$ cat config.mk
export PLATFORM = sky130hd
export DESIGN_NAME = htif_tohost_responder
export DESIGN_NICKNAME = d
export VERILOG_FILES = /design/src/rtl/htif_pkg.sv /design/src/rtl/htif_tohost_responder.sv
export SDC_FILE = /design/constraint.sdc
export NUM_CORES = 1
export LEC_CHECK = 0
export CORE_UTILIZATION = 30
export DETAILED_ROUTE_END_ITERATION = 7
export GPL_ROUTABILITY_DRIVEN = 0
export SKIP_CTS_REPAIR_TIMING = 1
export SYNTH_ARGS = -nofsm -noshare
export SYNTH_HDL_FRONTEND = slang
export SYNTH_SLANG_ARGS = --single-unit
$ cat constraint.sdc
create_clock -name clk_i -period 8.9 [get_ports clk_i]
set_clock_uncertainty 0.05 [all_clocks]
set_input_delay 1.335 -clock clk_i [delete_from_list [all_inputs] [get_ports clk_i]]
set_output_delay 1.335 -clock clk_i [all_outputs]
set_load 0.01 [all_outputs]
$ cat src/rtl/htif_pkg.sv
// Shared types, constants and field helpers for the HTIF tohost/fromhost mailbox.
package htif_pkg;

  typedef enum logic [2:0] {
    IDLE,
    DECODE,
    PUTC,
    RESP,
    EXIT
  } htif_state_e;

  localparam logic [7:0] HTIF_DEV_BCD  = 8'd1;
  localparam logic [7:0] HTIF_CMD_PUTC = 8'd1;

  // Device field of a tohost command word.
  function automatic logic [7:0] htif_dev(input logic [63:0] v);
    return v[63:56];
  endfunction

  // Command field of a tohost command word.
  function automatic logic [7:0] htif_cmd(input logic [63:0] v);
    return v[55:48];
  endfunction

  // Payload field of a tohost command word.
  function automatic logic [47:0] htif_payload(input logic [63:0] v);
    return v[47:0];
  endfunction

  // An exit request has the LSB set and an empty device/command header.
  function automatic logic htif_is_exit(input logic [63:0] v);
    return v[0] && (v[63:48] == 16'h0);
  endfunction

  // Byte-enable merge of new write data into an existing register value.
  function automatic logic [63:0] htif_merge(input logic [63:0] oldVal,
                                             input logic [63:0] newVal,
                                             input logic [7:0]  be);
    logic [63:0] res;
    res = oldVal;
    for (int i = 0; i < 8; i++) begin
      if (be[i]) begin
        res[i*8 +: 8] = newVal[i*8 +: 8];
      end
    end
    return res;
  endfunction

endpackage

$ cat src/rtl/htif_tohost_responder.sv
// Host-side end of the HTIF mailbox: a memory-mapped slave holding TOHOST and
// FROMHOST, decoding exit and console-putchar commands written by the core.
module htif_tohost_responder
  import htif_pkg::*;
#(
  parameter int          XLEN          = 64,
  parameter logic [63:0] TOHOST_ADDR   = 64'h8000_1000,
  parameter logic [63:0] FROMHOST_ADDR = 64'h8000_1040
) (
  input  logic              clk_i,
  input  logic              rst_i,
  input  logic              req_i,
  input  logic              we_i,
  input  logic [63:0]       addr_i,
  input  logic [XLEN-1:0]   wdata_i,
  input  logic [XLEN/8-1:0] be_i,
  output logic              gnt_o,
  output logic              rvalid_o,
  output logic [XLEN-1:0]   rdata_o,
  output logic              exit_valid_o,
  output logic [XLEN-2:0]   exit_code_o,
  output logic              char_valid_o,
  output logic [7:0]        char_o,
  input  logic              char_ready_i,
  output logic              unsupported_o
);

  if (XLEN != 64) begin : g_badXlen
    $error("htif_tohost_responder supports only XLEN=64");
  end

  htif_state_e r_state;
  htif_state_e w_stateNext;

  logic [63:0] r_tohost;
  logic [63:0] r_fromhost;
  logic [15:0] r_devCmd;
  logic [62:0] r_exitCode;
  logic        r_rvalid;
  logic [63:0] r_rdata;

  logic        w_hitTo;
  logic        w_hitFrom;
  logic        w_gnt;
  logic        w_toWr;
  logic        w_fromWr;
  logic        w_rd;
  logic [63:0] w_toMerged;
  logic [63:0] w_fromMerged;
  logic        w_trigger;
  logic        w_clearTo;
  logic        w_respPost;
  logic        w_captureExit;
  logic        w_charValid;
  logic        w_unsupported;
  logic        w_unused;

  // Byte-offset bits are irrelevant for 8-byte registers.
  assign w_unused = ^addr_i[2:0];

  assign w_hitTo   = (addr_i[63:3] == TOHOST_ADDR[63:3]);
  assign w_hitFrom = (addr_i[63:3] == FROMHOST_ADDR[63:3]);

  // Grant: FROMHOST and TOHOST reads always; TOHOST writes only while idle so a
  // pending command is never overwritten.
  always_comb begin
    w_gnt = 1'b0;
    if (req_i) begin
      if (w_hitFrom) begin
        w_gnt = 1'b1;
      end else if (w_hitTo) begin
        w_gnt = !we_i || (r_state == IDLE);
      end
    end
  end

  assign w_toWr       = w_gnt && we_i && w_hitTo && !w_hitFrom;
  assign w_fromWr     = w_gnt && we_i && w_hitFrom;
  assign w_rd         = w_gnt && !we_i;
  assign w_toMerged   = htif_merge(r_tohost, wdata_i, be_i);
  assign w_fromMerged = htif_merge(r_fromhost, wdata_i, be_i);
  assign w_trigger    = w_toWr && be_i[7] && (w_toMerged != 64'h0);

  // Next-state and command decode; the upper byte write completes a command.
  always_comb begin
    w_stateNext   = r_state;
    w_clearTo     = 1'b0;
    w_respPost    = 1'b0;
    w_captureExit = 1'b0;
    w_charValid   = 1'b0;
    w_unsupported = 1'b0;
    case (r_state)
      IDLE: begin
        if (w_trigger) begin
          w_stateNext = DECODE;
        end
      end
      DECODE: begin
        if (htif_is_exit(r_tohost)) begin
          w_captureExit = 1'b1;
          w_clearTo     = 1'b1;
          w_stateNext   = EXIT;
        end else if ((htif_dev(r_tohost) == HTIF_DEV_BCD) &&
                     (htif_cmd(r_tohost) == HTIF_CMD_PUTC)) begin
          w_stateNext = PUTC;
        end else begin
          w_unsupported = 1'b1;
          w_clearTo     = 1'b1;
          w_stateNext   = IDLE;
        end
      end
      PUTC: begin
        w_charValid = 1'b1;
        if (char_ready_i) begin
          w_clearTo   = 1'b1;
          w_stateNext = RESP;
        end
      end
      RESP: begin
        if ((r_fromhost == 64'h0) && !w_fromWr) begin
          w_respPost  = 1'b1;
          w_stateNext = IDLE;
        end
      end
      EXIT: begin
        w_stateNext = EXIT;
      end
      default: begin
        w_stateNext = IDLE;
      end
    endcase
  end

  // State register.
  always_ff @(posedge clk_i or posedge rst_i) begin
    if (rst_i) begin
      r_state <= IDLE;
    end else begin
      r_state <= w_stateNext;
    end
  end

  // TOHOST: core writes only land in IDLE, FSM clears only outside IDLE.
  always_ff @(posedge clk_i or posedge rst_i) begin
    if (rst_i) begin
      r_tohost <= 64'h0;
    end else if (w_clearTo) begin
      r_tohost <= 64'h0;
    end else if (w_toWr) begin
      r_tohost <= w_toMerged;
    end
  end

  // FROMHOST: a core write in the same cycle wins over the response post.
  always_ff @(posedge clk_i or posedge rst_i) begin
    if (rst_i) begin
      r_fromhost <= 64'h0;
    end else if (w_fromWr) begin
      r_fromhost <= w_fromMerged;
    end else if (w_respPost) begin
      r_fromhost <= {r_devCmd, 48'h0};
    end
  end

  // Header and exit code survive the TOHOST clear for the response and exit report.
  always_ff @(posedge clk_i or posedge rst_i) begin
    if (rst_i) begin
      r_devCmd   <= 16'h0;
      r_exitCode <= 63'h0;
    end else if (r_state == DECODE) begin
      r_devCmd <= r_tohost[63:48];
      if (w_captureExit) begin
        r_exitCode <= r_tohost[63:1];
      end
    end
  end

  // Read pipeline: value sampled at grant, presented one cycle later, zero otherwise.
  always_ff @(posedge clk_i or posedge rst_i) begin
    if (rst_i) begin
      r_rvalid <= 1'b0;
      r_rdata  <= 64'h0;
    end else begin
      r_rvalid <= w_rd;
      if (w_rd) begin
        r_rdata <= w_hitFrom ? r_fromhost : r_tohost;
      end else begin
        r_rdata <= 64'h0;
      end
    end
  end

  assign gnt_o         = w_gnt;
  assign rvalid_o      = r_rvalid;
  assign rdata_o       = r_rdata;
  assign exit_valid_o  = (r_state == EXIT);
  assign exit_code_o   = (r_state == EXIT) ? r_exitCode : 63'h0;
  assign char_valid_o  = w_charValid;
  assign char_o        = w_charValid ? r_tohost[7:0] : 8'h0;
  assign unsupported_o = w_unsupported;

endmodule

==> impl_summary.md, run 1 <==
Outcome
The run finished with clean final reports.

Logic synthesis
The top cell type's share of synthesized area is 56.3%. In the post-synthesis netlist, the biggest area contributors are dfrtp_1 (56%), mux2_2 (8.8%), mux2i_1 (6.1%). After synthesis, the share of flip-flops with an asynchronous set or reset is 100%. The cell accounting for the most synthesized area is dfrtp_1. The area of the mapped netlist is about 12,000 µm². The number of nets produced by synthesis is around 1.3k. The average instance area after synthesis is about 11 µm². The number of warnings issued by yosys is 0. In the synthesized netlist, the number of instances is around 1.1k. The number of synthesized register bits is between 200 and 300. The share of the yosys chip area belonging to registers is a little under three fifths. The count of different cell masters after synthesis is 44. The predominant post-synthesis flop cell is dfrtp_1.

The number of enable flip-flop cells after synthesis is 0.

Worst setup path
STA classifies the critical path endpoint as a primary output. The endpoint required time on the critical path is 7.52 ns. The maximum net fanout on the critical path is 3. The worst setup path is of the input pin to primary output kind. The startpoint kind of the worst setup timing path is an input pin. For the worst setup path, the data arrival time is ~4.2 ns.

Finish
From synthesis to final layout, the design area changed by 34.9%. The final cell utilization of the core is between 40% and 50%. The layout has ~3.8k filler cells.

The post-route netlist has approximately an eighth of its cells at a drive strength greater than 1. In the layout the commonest cells are clkdlybuf4s50_1 (277), dfrtp_1 (275), nand2_1 (190), nor2_1 (97), mux2_2 (96). The number of antenna cells inserted is 0. The post-route cell area is between 15,000 and 20,000 µm². Leaving out fill and tap cells, the most frequent cell in the layout is clkdlybuf4s50_1.

The post-layout net count is approximately 1.5k.

Drt
The detailed-route wire length is slightly below 40,000 µm. The total vias in the final route is between 9k and 10k. Dividing the detail-routed wire length by the instance count gives about 20 µm. The DRC violation count after routing is 0.

The routed via count divided by cell count is 4.96. The number of nets still failing antenna checks after routing is 0. The total iterations of the first detailed-routing run is 4. The detailed router finished its first iteration with a little under 600 violations.

Pwr
Net switching is between 20% and 30% of the power. Dividing total power by cell area gives a power density of about 170 nW/µm². Summed over all cells, the static leakage comes to ~7.8 nW. Of the total power, combinational logic draws between 7 and 8%.

Power comes to 0.00275 W. The internal cell power is between 0.002 and 0.0025 W. The clock network power share is a little under half. Summed over all nets, the switching power comes to 0.000654 W.

The share of total power in sequential cells is around 47%. The largest vdd supply drop is 153 µV.

Placed design
The number of port buffers is approximately 280. The half-perimeter wire length after detailed placement is 27,600 µm. The post-detailed-placement cell area is around 16,000 µm².

Timing
Setup repair after global routing left no endpoint under its margin. The final period utilization is a little over three fifths. The worst-margin pin slew is about 0.97 ns. The accumulated negative setup slack is 0 ns.

Setup violations remaining at the end of the flow were counted as 0. In this run the tightest slew margin relative to its limit is between 30% and 40%. The max-slew violation total from the final report is 0. The worst-case hold slack is 0.425 ns. Based on the critical path, the design can be clocked at up to approximately 180 MHz.

The final-report hold violation count came to 0. The routed design could run at a clock period as short as 5.58 ns.

GRT
The number of antenna violations at the first check in global routing is 3. The first global-routing pass estimated 59,800 µm of wire. The maximum number of pins on one net before global-route repair is approximately 150. The via count of the first global-routing pass was ~9.7k. The total overflow left after global routing is 0. Across every metal layer, demand over resource in global routing totals a little under a fifth.

Floorplan
The floorplan step set the die height to about 200 µm. The initial core utilization is a little under a third. In this run the standard cell core region covers 40,000 µm². The overall die area is just over 40,000 µm². The die is ~200 µm wide. In this run the core area contains 73 standard-cell rows.

The top-level I/O count is about 280.

Clocking
In this run, CTS created clock tree buffers numbering 31. The clock latency of the later-clocked register in the worst-skew pair is between 0.5 and 0.6 ns. The clock passes through at most 3 buffers. The deepest level of the CTS H-tree is 1. The clock-pin slew of the registers on the worst-case setup and hold paths is ~0.05 ns. The clock sink count is 275. The TritonCTS clock tree is done. The library cell used as clock root buffer is clkbuf_16.

Flow run
The number of max-cap violations is 0.

Worst hold path
The type of the most critical hold path is flip-flop to flip-flop.
-- logic make-up after synthesis --
group / count (synthesis) / synth area share, %
mux: 171 / 15.0
compound gates: 108 / 5.02
flops: 275 / 56.3
buf+inv: 62 / 2.49
simple gates: 512 / 21.3
-- worst max-delay path, stage by stage --
cell             delay [ns]
clkdlybuf4s50_1        0.40
nor4_1                 0.52
nand4_1                0.33
nor4_1                 0.56
nand2_1                0.13
a31oi_1                0.30
clkdlybuf4s50_1        0.61
-- final cells by class --
type / instances / area (µm²) / share of cell area (%)
Clock buffer: 45 / 888 / 5.39
Clock inverter: 9 / 101 / 0.614
Inverter: 3 / 15.0 / 0.0910
Multi-Input combinational cell: 791 / 5090 / 30.9
Sequential cell: 275 / 6880 / 41.7
Tap cell: 525 / 657 / 3.98
Timing Repair Buffer: 287 / 2860 / 17.3
-- Yosys cell counts (5+ instances only) --
library cell,count
a21oi_1,76
and2_1,72
and3b_1,16
buf_2,9
buf_4,6
buf_6,5
clkbuf_1,39
dfrtp_1,275
mux2_2,96
mux2i_1,75
nand2_1,191
nand3_1,6
nand4_1,13
nand4_2,8
nor2_1,97
nor2b_1,18
nor3_1,13
nor4_1,57
o21ai_0,5
o22ai_1,16
-- state kept, by name, summed over array words and instances, names as in the netlist --
signal      count
rvalid_o        1
r_state         3
r_fromhost     64
r_tohost       64
r_exitCode     63
rdata_o        64
r_devCmd       16
-- path summary, 6_finish.rpt --
path	startpoint	endpoint	slack (ns)	depth (start not counted)
max	addr_i[4]	gnt_o	3.32	7
min	r_devCmd[12]	r_devCmd[12]	0.42	2
max reg2reg	r_tohost[59]	r_exitCode[26]	6.00	5
min reg2reg	r_devCmd[12]	r_devCmd[12]	0.42	2
max in group asynchronous	rst_i	r_tohost[46]	6.06	4
min in group asynchronous	rst_i	rdata_o[59]	1.29	3
-- through the flow --
stage                     setup WS [ns]  instances
after CTS                          3.22       1935
after global routing               3.02       1935
after floorplan                    3.88       1128
after detailed placement           3.24       1881
after global placement             3.28       1881
final                              3.32       1935
-- power by group through the flow --
stage          logic [W]  clock network [W]  registers [W]
3_3_place_gp    0.000217                  0        0.00130
4_1_cts         0.000220            0.00129        0.00128
6_report        0.000216            0.00126        0.00128
2_1_floorplan  0.0000917                  0        0.00130
3_5_place_dp    0.000219                  0        0.00130
5_1_grt         0.000235            0.00134        0.00128
-- routing by layer --
layer	GRT usage, %	share of wire [%]	vias up
met1	26.1	45	4791
li1	-	-	4435
met4	5.50	2.4	4
met5	0	0.068	-
met2	29.7	45	321
met3	4.00	7.2	51
(Power assumes the default switching activity.)
==> inputs of run 2 (changes only) <==
clock period = 5.4 ns   (was 8.9 ns; I/O delays follow)
==> impl_summary.md, run 2 (same netlist as run 1, synthesis figures left out) <==
Outcome
The run finished with clean final reports.

Floorplan
The top-level I/O count is 281 (unchanged). The placeable core area is 40,000 µm² (unchanged). The die width is 204 µm (unchanged). The initial core utilization was 30.6% (unchanged). The overall die area is 41,600 µm² (unchanged). The total number of placement rows is 73 (unchanged). The die extent in y is 204 µm (unchanged).

GRT
The leftover overflow at the end of global routing was 0 (unchanged). The combined global-route utilization of all metal layers was 19.2% (+0.26 points). The global-route wire length before repair is 60,500 µm (+1.1%). The number of antenna violations at the first check in global routing is 2 (-1). The maximum number of pins on one net before global-route repair came to 139 (-6.1%).

The via count of the first global-routing pass is 9,878 (+2.3%).

Drt
The routed length per placed instance is 20.6 µm (+0.79%). The total vias in the final route is 9,698 (+1.0%). The DRC violation count after routing came to 0 (unchanged). The first-iteration detailed-routing DRC count was 564 (-2.8%).

The total iterations of the first detailed-routing run is 5 (+1). The number of nets still failing antenna checks after routing is 0 (unchanged). The routed via count divided by cell count is 4.99 (+0.53%). The detailed-route wire length is 40,100 µm (+1.3%).

Worst setup path
The cell depth of the worst setup path is 7 (unchanged). For this design, the slowest cell found on the critical path is nor4_1. Broken down by cell family, the worst path's largest delay share belongs to simple AND/OR/NAND/NOR gates. The critical path goes through clkdlybuf4s50_1 -> nor4b_2 -> nand4_1 -> nor4_1 -> nand2_1 -> a31oi_1 -> clkdlybuf4s50_1. The critical path starts at addr_i[11].

The end point of the critical path is gnt_o. STA classifies the critical path endpoint as a primary output. The depth of the worst register-to-register path is 5 (unchanged).

The startpoint kind of the worst setup timing path is an input pin. The setup slack on the worst flop-to-flop path was 2.10 ns (-3.90 ns). The library cell appearing most often on the critical path is clkdlybuf4s50_1. The beginning of the worst register-to-register path is r_state[1]. The maximum single-stage delay on the critical path is 0.61 ns (about the same). The critical path in this run is classified as input pin to primary output. The total buffers and inverters traversed by the critical path is 2 (unchanged). The maximum net fanout on the critical path is 3 (unchanged). The endpoint required time on the critical path is 4.54 ns (-2.98 ns). The arrival time reported for the critical path endpoint came to 3.62 ns (-0.57 ns). In this run the critical register-to-register path is captured at r_exitCode[1].

Clocking
The number of buffers inserted during clock tree synthesis is 34 (+9.7%). The clock latency of the later-clocked register in the worst-skew pair came to 0.52 ns (-0.05 ns). The clock-pin slew of the registers on the worst-case setup and hold paths is 0.06 ns (about the same). The maximum buffer depth of the clock tree is 3 (unchanged). The tree is rooted in a clkbuf_16.

The clock sink count is 275 (unchanged). The TritonCTS clock tree is done. The deepest level of the CTS H-tree is 2 (+1).

Timing
The headroom to the max-slew limit is 29.5% (-6.1 points). The accumulated negative setup slack is 0 ns (unchanged). Setup repair after global routing left no endpoint under its margin. The final critical path time including I/O delays and setup is about 4.5 ns. The number of failing setup endpoints in the final timing report is 0 (unchanged). Timing would allow up to around 220 MHz. The final-report hold violation count is 0 (unchanged).

The worst path uses approximately 83% of the clock period. The worst-margin pin slew is 1.05 ns (+0.0880 ns). The max-slew violation total from the final report came to 0 (unchanged).

Worst hold path
The worst hold path stage count is 2 (unchanged). The worst hold path belongs to the class flip-flop to flip-flop.

Pwr
The largest vdd supply drop is 155 µV (+0.98%). The leakage component of the power was 7.84 nW (+0.60%). The power density of the placed cells came to 279 nW/µm² (+67%).

The power after layout was 0.00463 W (+68%).

Finish
The combined area of the multi-input logic cells is 5090 µm² (unchanged). Leaving out fill and tap cells, the most frequent cell in the layout is clkdlybuf4s50_1. The share of cells above drive strength 1 is 13.0% (+0.63 points). The sequential cell area in the final layout was 6880 µm² (unchanged).

The number of antenna cells inserted is 0 (unchanged). The layout filler cell count was 3,837 (-0.26%). The library cells used most frequently in the layout, excluding fill and tap cells, are clkdlybuf4s50_1 (277), dfrtp_1 (275), nand2_1 (190), nor2_1 (97), mux2_2 (96).

The post-layout net count is 1,536 (+0.39%). The area growth from synthesis to layout is 35.6%.

Placed design
The half-perimeter wire length after detailed placement is 27,800 µm (+0.59%). The number of port buffers is 277 (unchanged).

Flow run
The number of max-cap violations is 0 (unchanged).
-- run 2: cell types whose count changed in the layout (fill, tap and decap cells not counted) --
cell        before  now
clkinv_8         0    1
clkbuf_16       31   34
clkinvlp_4       2    3
clkinv_2         5    6
bufinv_16        2    0
clkbuf_1         8    7
clkinv_4         0    1
inv_6            1    3
buf_4            9   12
-- run 2: worst min-delay path by stage --
| stage | start | to | slack, ns |
|---|---|---|---|
| final | r_devCmd[9] | r_devCmd[9] | 0.43 |
| after global routing | r_devCmd[6] | r_devCmd[6] | 0.45 |
| after CTS | r_devCmd[0] | r_devCmd[0] | 0.43 |
| after detailed placement | r_devCmd[0] | r_devCmd[0] | 0.41 |
| after global placement | r_devCmd[5] | r_devCmd[5] | 0.41 |
| after floorplan | r_devCmd[7] | r_devCmd[7] | 0.40 |
-- run 2: area by class of cell --
type	instances	area share (%)
flip-flops and latches	275	41.5
multi-input cells	791	30.7
repair buffers	290	17.4
clock buffers	47	5.79
well taps	525	3.96
clock inverters	13	0.581
inverters	3	0.0905
-- run 2: per-stage QoR --
stage          cells  hold WS, ns  instance area (µm²)  setup WS [ns]  util (%)
2_1_floorplan   1128        0.396                12200          0.903         -
3_3_place_gp    1884        0.410                15500          0.845      38.8
3_5_place_dp    1884        0.413                15500          0.802      38.8
4_1_cts         1944        0.428                16600          0.783      41.5
5_1_grt         1944        0.447                16600          0.575      41.5
6_report        1944        0.427                16600          0.916      41.5
-- run 2: tightest hold or removal path, stage by stage (launching register included) --
cell and delay [ns]:
dfrtp_1 0.34, nand2_1 0.05, nand2_1 0.06
-- run 2: metal layers --
metal	track usage, %	routed length, µm	up-vias
li1	-	-	4458
met1	26.8	18600	4861
met2	29.7	18000	314
met3	3.95	2430	63
met4	5.72	1060	2
met5	0	14	-
-- run 2: power breakdown --
part           total (W)  switching [W]  internal [W]
Clock            0.00216       0.000906       0.00125
Sequential       0.00211      0.0000268       0.00209
Combinational   0.000361       0.000212      0.000149
Total            0.00463        0.00115       0.00349
